## config.mk

```make
export PLATFORM = sky130hd
export DESIGN_NAME = store_buffer_flat
export DESIGN_NICKNAME = d
export VERILOG_FILES = /design/src/rtl/store_buffer_pkg.sv /design/src/rtl/store_buffer_if.sv /design/src/rtl/store_buffer_match.sv /design/src/rtl/store_buffer.sv /design/src/flat_wrapper.sv
export SDC_FILE = /design/constraint.sdc
export NUM_CORES = 1
export LEC_CHECK = 0
export ABC_AREA = 1
export CAP_MARGIN = 30
export CORE_ASPECT_RATIO = 1.4
export CORE_MARGIN = 3
export CORE_UTILIZATION = 40
export CTS_CLUSTER_DIAMETER = 50
export DETAILED_ROUTE_END_ITERATION = 8
export GPL_ROUTABILITY_DRIVEN = 1
export PLACE_DENSITY_LB_ADDON = 0.2
export SLEW_MARGIN = 20
export SYNTH_ARGS = -nofsm -noshare
export SYNTH_HDL_FRONTEND = slang
export SYNTH_SLANG_ARGS = --single-unit
```

## constraint.sdc

```tcl
create_clock -name clk -period 4.1 [get_ports clk]
set_input_delay 0.41 -clock clk [delete_from_list [all_inputs] [get_ports clk]]
set_output_delay 0.41 -clock clk [all_outputs]
set_load 0.02 [all_outputs]
```

## src/rtl/store_buffer_pkg.sv

```systemverilog
// store_buffer_pkg: shared depth default, pointer width and buffer entry type
// for the posted-write store buffer.
package store_buffer_pkg;

   localparam int unsigned SB_DEPTH = 4;
   localparam int unsigned PTR_W    = $clog2(SB_DEPTH);

   // One buffered store: word address (byte address bits 31:2) and data.
   typedef struct packed {
      logic [29:0] waddr;
      logic [31:0] data;
   } sb_entry_t;

endpackage

```

## src/rtl/store_buffer_if.sv

```systemverilog
// store_buffer_if: CPU data-port signals and the RAM-side master signals of
// the store buffer. The slave modport is the store buffer itself; the master
// modport is the environment (CPU plus data RAM) around it.
interface store_buffer_if;

   logic        MemRd;
   logic        MemWr;
   logic [31:0] Addr;
   logic [31:0] WrData;
   logic [31:0] RdData;
   logic        Stall;
   logic        Empty;

   logic        RamMemRd;
   logic        RamMemWr;
   logic [31:0] RamAddr;
   logic [31:0] RamWrData;
   logic [31:0] RamRdData;

   modport master (
      output MemRd, MemWr, Addr, WrData, RamRdData,
      input  RdData, Stall, Empty, RamMemRd, RamMemWr, RamAddr, RamWrData
   );

   modport slave (
      input  MemRd, MemWr, Addr, WrData, RamRdData,
      output RdData, Stall, Empty, RamMemRd, RamMemWr, RamAddr, RamWrData
   );

endinterface

```

## src/rtl/store_buffer_match.sv

```systemverilog
// store_buffer_match: address search over the buffered stores. Reports
// whether any valid entry holds the given word address and returns the data
// of the youngest such entry.
module store_buffer_match
   import store_buffer_pkg::*;
#(
   parameter int unsigned DEPTH = SB_DEPTH,
   localparam int unsigned AW   = $clog2(DEPTH)
) (
   input  sb_entry_t [DEPTH-1:0] entries,
   input  logic      [DEPTH-1:0] valid,
   input  logic      [AW-1:0]    head,
   input  logic      [29:0]      waddr,
   output logic                  hit,
   output logic      [31:0]      data
);

   logic [AW-1:0] idx;

   // Walk entries oldest (head) to youngest; a later match overwrites an
   // earlier one, giving the same winner as a search downward from tail-1.
   always_comb begin
      hit  = 1'b0;
      data = '0;
      idx  = '0;
      for (int unsigned k = 0; k < DEPTH; k++) begin
         idx = head + AW'(k);
         if (valid[idx] && (entries[idx].waddr == waddr)) begin
            hit  = 1'b1;
            data = entries[idx].data;
         end
      end
   end

endmodule

```

## src/rtl/store_buffer.sv

```systemverilog
// store_buffer: posted-write buffer between the CPU data port and the
// word-addressed data RAM. Stores are accepted in one cycle into a circular
// FIFO and drained in order whenever no load owns the RAM port.
// Optional feature macro: STORE_BUFFER_FWD_EN -- when defined, load hits are
// forwarded from the buffer; when undefined, a load hit stalls until the
// matching entries have drained.
module store_buffer
   import store_buffer_pkg::*;
#(
   parameter int unsigned DEPTH = SB_DEPTH
) (
   input logic           clk,
   input logic           reset,
   store_buffer_if.slave bus
);

   localparam int unsigned AW = $clog2(DEPTH);
   localparam int unsigned CW = AW + 1;

   sb_entry_t [DEPTH-1:0] entries;
   logic [AW-1:0]         head;
   logic [AW-1:0]         tail;
   logic [CW-1:0]         count;

   logic [DEPTH-1:0]      valid;
   logic [AW-1:0]         age;
   logic                  match_any;
   logic                  hit;
   logic [31:0]           hit_data;
   logic                  hit_stall;
   logic                  full_stall;
   logic                  stall;
   logic                  ram_load;
   logic                  drain_en;
   logic                  accept;

   // An entry is live when its distance from head is below the count.
   always_comb begin
      valid = '0;
      age   = '0;
      for (int unsigned i = 0; i < DEPTH; i++) begin
         age      = AW'(i) - head;
         valid[i] = ({1'b0, age} < count);
      end
   end

   store_buffer_match #(
      .DEPTH (DEPTH)
   ) u_match (
      .entries (entries),
      .valid   (valid),
      .head    (head),
      .waddr   (bus.Addr[31:2]),
      .hit     (match_any),
      .data    (hit_data)
   );

   assign hit = bus.MemRd && match_any;

`ifdef STORE_BUFFER_FWD_EN
   assign hit_stall = 1'b0;
`else
   logic unused_hit_data;
   assign hit_stall       = hit;
   assign unused_hit_data = ^hit_data;
`endif

   // Port arbitration: a RAM load wins over draining; the store is taken
   // unless the buffer is full with no drain, or a non-forwarded hit stalls.
   always_comb begin
      ram_load   = bus.MemRd && !hit;
      drain_en   = (count != '0) && !ram_load;
      full_stall = bus.MemWr && (count == CW'(DEPTH)) && !drain_en;
      stall      = hit_stall || full_stall;
      accept     = bus.MemWr && !stall;

      bus.RdData = '0;
      if (ram_load) begin
         bus.RdData = bus.RamRdData;
      end
`ifdef STORE_BUFFER_FWD_EN
      else if (hit) begin
         bus.RdData = hit_data;
      end
`endif

      bus.RamMemRd  = ram_load;
      bus.RamMemWr  = drain_en;
      bus.RamAddr   = '0;
      bus.RamWrData = '0;
      if (ram_load) begin
         bus.RamAddr = bus.Addr;
      end else if (drain_en) begin
         bus.RamAddr   = {entries[head].waddr, 2'b00};
         bus.RamWrData = entries[head].data;
      end

      bus.Stall = stall;
      bus.Empty = (count == '0);
   end

   // FIFO state: push at tail on accept, pop at head on drain; reset discards
   // every buffered store so none reaches the RAM afterwards.
   always_ff @(posedge clk or negedge reset) begin
      if (!reset) begin
         entries <= '0;
         head    <= '0;
         tail    <= '0;
         count   <= '0;
      end else begin
         if (accept) begin
            entries[tail].waddr <= bus.Addr[31:2];
            entries[tail].data  <= bus.WrData;
            tail                <= tail + 1'b1;
         end
         if (drain_en) begin
            head <= head + 1'b1;
         end
         count <= count + CW'(accept) - CW'(drain_en);
      end
   end

endmodule

```

## src/flat_wrapper.sv

```systemverilog
// flat-port wrapper written by rule: the top's interface ports become plain ports
module store_buffer_flat import store_buffer_pkg::*;
#(
   parameter int unsigned DEPTH = SB_DEPTH
)
  (clk, reset, bus_MemRd, bus_MemWr, bus_Addr, bus_WrData, bus_RamRdData, bus_RdData, bus_Stall, bus_Empty, bus_RamMemRd, bus_RamMemWr, bus_RamAddr, bus_RamWrData);
  store_buffer_if bus_i ();
  input logic clk;
  input logic reset;
  input wire logic [$bits(bus_i.MemRd)-1:0] bus_MemRd;
  input wire logic [$bits(bus_i.MemWr)-1:0] bus_MemWr;
  input wire logic [$bits(bus_i.Addr)-1:0] bus_Addr;
  input wire logic [$bits(bus_i.WrData)-1:0] bus_WrData;
  input wire logic [$bits(bus_i.RamRdData)-1:0] bus_RamRdData;
  output wire logic [$bits(bus_i.RdData)-1:0] bus_RdData;
  output wire logic [$bits(bus_i.Stall)-1:0] bus_Stall;
  output wire logic [$bits(bus_i.Empty)-1:0] bus_Empty;
  output wire logic [$bits(bus_i.RamMemRd)-1:0] bus_RamMemRd;
  output wire logic [$bits(bus_i.RamMemWr)-1:0] bus_RamMemWr;
  output wire logic [$bits(bus_i.RamAddr)-1:0] bus_RamAddr;
  output wire logic [$bits(bus_i.RamWrData)-1:0] bus_RamWrData;
  assign bus_i.MemRd = bus_MemRd;
  assign bus_i.MemWr = bus_MemWr;
  assign bus_i.Addr = bus_Addr;
  assign bus_i.WrData = bus_WrData;
  assign bus_i.RamRdData = bus_RamRdData;
  assign bus_RdData = bus_i.RdData;
  assign bus_Stall = bus_i.Stall;
  assign bus_Empty = bus_i.Empty;
  assign bus_RamMemRd = bus_i.RamMemRd;
  assign bus_RamMemWr = bus_i.RamMemWr;
  assign bus_RamAddr = bus_i.RamAddr;
  assign bus_RamWrData = bus_i.RamWrData;
  store_buffer #(.DEPTH(DEPTH)) u_core (.clk(clk), .reset(reset), .bus(bus_i));
endmodule
```

==> results of run 1 <==
==> report_power, final <==
group	switching [mW]	leakage [nW]	internal [mW]
sequential	0.879	3.18	3.69
combinational	7.11	7.95	4.18
clock	1.18	0.539	1.77
total	9.17	11.7	9.64
==> worst paths after layout <==
kind	endpoint	depth (start not counted)	slack, ns
worst max-delay path	bus_RamWrData[11]	20	0.07
max in group asynchronous	u_core.entries[236]	3	2.52
min in group asynchronous	u_core.entries[229]	2	0.50
worst min register to register	u_core.entries[29]	2	0.48
worst max register to register	u_core.count[1]	26	0.13
worst min-delay path	u_core.entries[209]	3	0.32
==> per-layer routing <==
layer / track usage (%) / vias to the layer above / part of all wire, %
met1: 33.3 / 9388 / 40
met2: 45.7 / 847 / 49
met5: 0 / - / 0
met4: 11.1 / 0 / 4.4
li1: - / 9322 / -
met3: 4.21 / 200 / 6.9
==> state kept, by name, summed over array words and instances (netlist names) <==
signal,count
u_core.entries,248
u_core.count,3
u_core.head,2
u_core.tail,2
==> synthesized netlist by cell type <==
cell type / count
inv_2: 3
nand3_1: 277
or2_2: 3
ha_1: 10
nor2_1: 88
buf_4: 29
nand4_1: 249
o22ai_1: 30
a31oi_1: 32
xor2_1: 12
a21oi_4: 1
nor3_1: 2
clkbuf_1: 106
fa_1: 1
buf_1: 20
inv_1: 123
a22oi_1: 32
o21ai_0: 9
nand4_2: 4
o21ai_1: 17
buf_2: 69
a21oi_1: 3
buf_6: 1
nand2_1: 1359
o21ai_2: 1
o211ai_1: 7
dfrtp_1: 255
==> repair_timing <==
action,CTS,global route
gates cloned,3,11
hold buffers,1,0
hold endpoints to repair,97,0
buffers inserted,0,6
pin swaps,0,9
gates resized for setup,167,184
endpoints found under the setup margin,98,103
==> area by class of cell <==
cell class	instances	area (um2)	area share (%)
Multi-Input combinational cell	2137	9890	44.7
Sequential cell	255	6390	28.9
Timing Repair Buffer	347	3570	16.1
Clock buffer	46	957	4.33
Tap cell	546	683	3.09
Inverter	126	490	2.22
Clock inverter	12	146	0.662
==> logic make-up (layout without fill, tap and decap cells) <==
group,Yosys count,after routing
fa+ha+maj,11,11
flops,255,255
xor+xnor,12,12
simple gates,1982,1982
buf+inv,351,531
compound gates,132,132
==> placed cells by master (no fill, tap or decap), types with 6 or more instances in the layout <==
cell / Yosys / layout
buf_2: 69 / 6
a22oi_1: 32 / 32
nor2_2: 0 / 12
buf_12: 0 / 29
nand3_1: 277 / 271
nand4_1: 249 / 249
o211ai_1: 7 / 7
dfrtp_1: 255 / 253
nand2_1: 1359 / 1349
xor2_1: 12 / 12
o21ai_0: 9 / 9
inv_1: 123 / 123
buf_16: 0 / 8
o22ai_1: 30 / 26
a31oi_2: 0 / 7
clkdlybuf4s50_1: 0 / 98
clkbuf_16: 0 / 46
nor2_1: 88 / 74
buf_6: 1 / 6
clkbuf_1: 106 / 7
a31oi_1: 32 / 23
buf_4: 29 / 106
nand3_2: 0 / 6
dlygate4sd2_1: 0 / 40
clkbuf_2: 0 / 35
o21ai_1: 17 / 16
==> worst max-delay path, stage by stage (launching register included) <==
cell	delay, ns
dfrtp_4	0.54
buf_12	0.18
nand2_4	0.08
nand2_8	0.09
buf_12	0.14
buf_16	0.15
nand2_1	0.08
nand3_1	0.08
nand2_1	0.09
nand2_1	0.08
nor2_2	0.13
nand2_1	0.08
nor2_1	0.11
nand3_1	0.09
nand2_1	0.11
nor2_1	0.06
nand2_2	0.14
nand2_8	0.15
clkbuf_16	0.22
a31oi_1	0.24
clkbuf_2	0.23
==> metrics.cfg, run 1 <==
[sta]
fmax_ghz = 0.248
tightest_slew_ns = 1.02
min_period_over_period_pct = 98.4
setup_violations = 0
timing.final.ws_setup_ns = 0.0675
hold_viol = 0
period_needed_ns = 4.03
max_slew_margin_pct = 32.1
slew_viol_final = 0
finalClockSkew_ns = 0.0282
rsz0062_at_grt = true
fin_setup_tns_ns = 0
whs_ns = 0.317

[synth]
syn-cell-area_um2 = 17500
synth_top_area_share_pct = 36.6
synth_top_family_by_area = simple AND/OR/NAND/NOR gates
syn_inst = 2743
yosysSeqAreaShare_pct = 36.6
synth_nets = 2854
yosysTopAreaCell = dfrtp_1
synth_fa_ha_area_share_pct = 0.831
yosys.area_share.simple_pct = 48.4
synthMuxAreaShare_pct = 0
synth-xor-area-share_pct = 0.602
synth_cell_types = 27
postSynthAreaPerCell_um2 = 6.36
yosysWarnings = 0
synth_compound_area_share_pct = 4.87
synth_seq_cells = 255
synth_area_leaders = dfrtp_1 37%, nand2_1 29%, nand4_1 8.9%

[cts]
cts_max_level = 2
cts_max_path_buffers = 3
cts-root-buf = clkbuf_16
cts_buffers = 35
clock-sinks = 255
clk_latency_ns = 0.53
clkTransAtPathRegs_ns = 0.06
tritoncts = yes

[place]
numPortBuffers = 199
hpwl_um = 39400
dp_cells = 3389
place_congestion = 0.879
dp_slack_ns = 0.0831
place_area_um2 = 20500

[cells_and_area]
num_antenna_cells = 0
final_cell_area_um2 = 22100
area_growth_pct = 26.7
post-route-util_pct = 51.9
drive_gt1_share_pct = 10.9
stdcell_count = 3469
fillers = 4204
num-nets-final = 3013

[critical_path]
crit_start = u_core.head[0]
r2r-start = u_core.head[0]
path_class = reg -> out
worstPathArrival_ns = 3.62
critical_path_peak_fanout = 17
cp.required_ns = 3.69
worst_setup_path_start_kind = flip-flop
worstSetupEndpointType = primary output

[route]
drt-initial-drc-count = 1875
wl_per_cell_um = 19.0
totalWireLength_um = 66100
drcViolationCount = 0
ant_nets = 0
viasPerCell = 5.70
vias = 19800
dr.pass1.iters = 5

[floorplan]
die_w_um = 183
die_h_um = 253
dieArea_um2 = 46200
design.core.area_um2 = 42600
start_util_pct = 40.9
ioPinCount = 200
rows = 89

[power]
power_leakage_nw = 11.7
peakVddDrop_v = 0.000470
power.total_mw = 18.8
powerDensity_nw_per_um2 = 851

[grt]
overflow = 0
grt_max_degree = 113
grt_pass1_vias = 18800
grt_usage_pct = 26.6
antenna_found_initial = 0
grt_pass1_wl_um = 100000

[outcome]
outcome = complete, no violations

[min_path]
worstHoldStart = bus_MemWr
hp-class = in -> reg

[flow_run]
max_cap_violations = 0

Power figures use the tool's default switching activity.
==> inputs of run 2 (changes only) <==
--- a/config.mk
+++ b/config.mk
@@ -18,3 +18,4 @@
 export SYNTH_ARGS = -nofsm -noshare
 export SYNTH_HDL_FRONTEND = slang
 export SYNTH_SLANG_ARGS = --single-unit
+export TNS_END_PERCENT = 100
==> results of run 2 <==
Same layout as run 1: the final DEF is identical, and so are final timing and power.
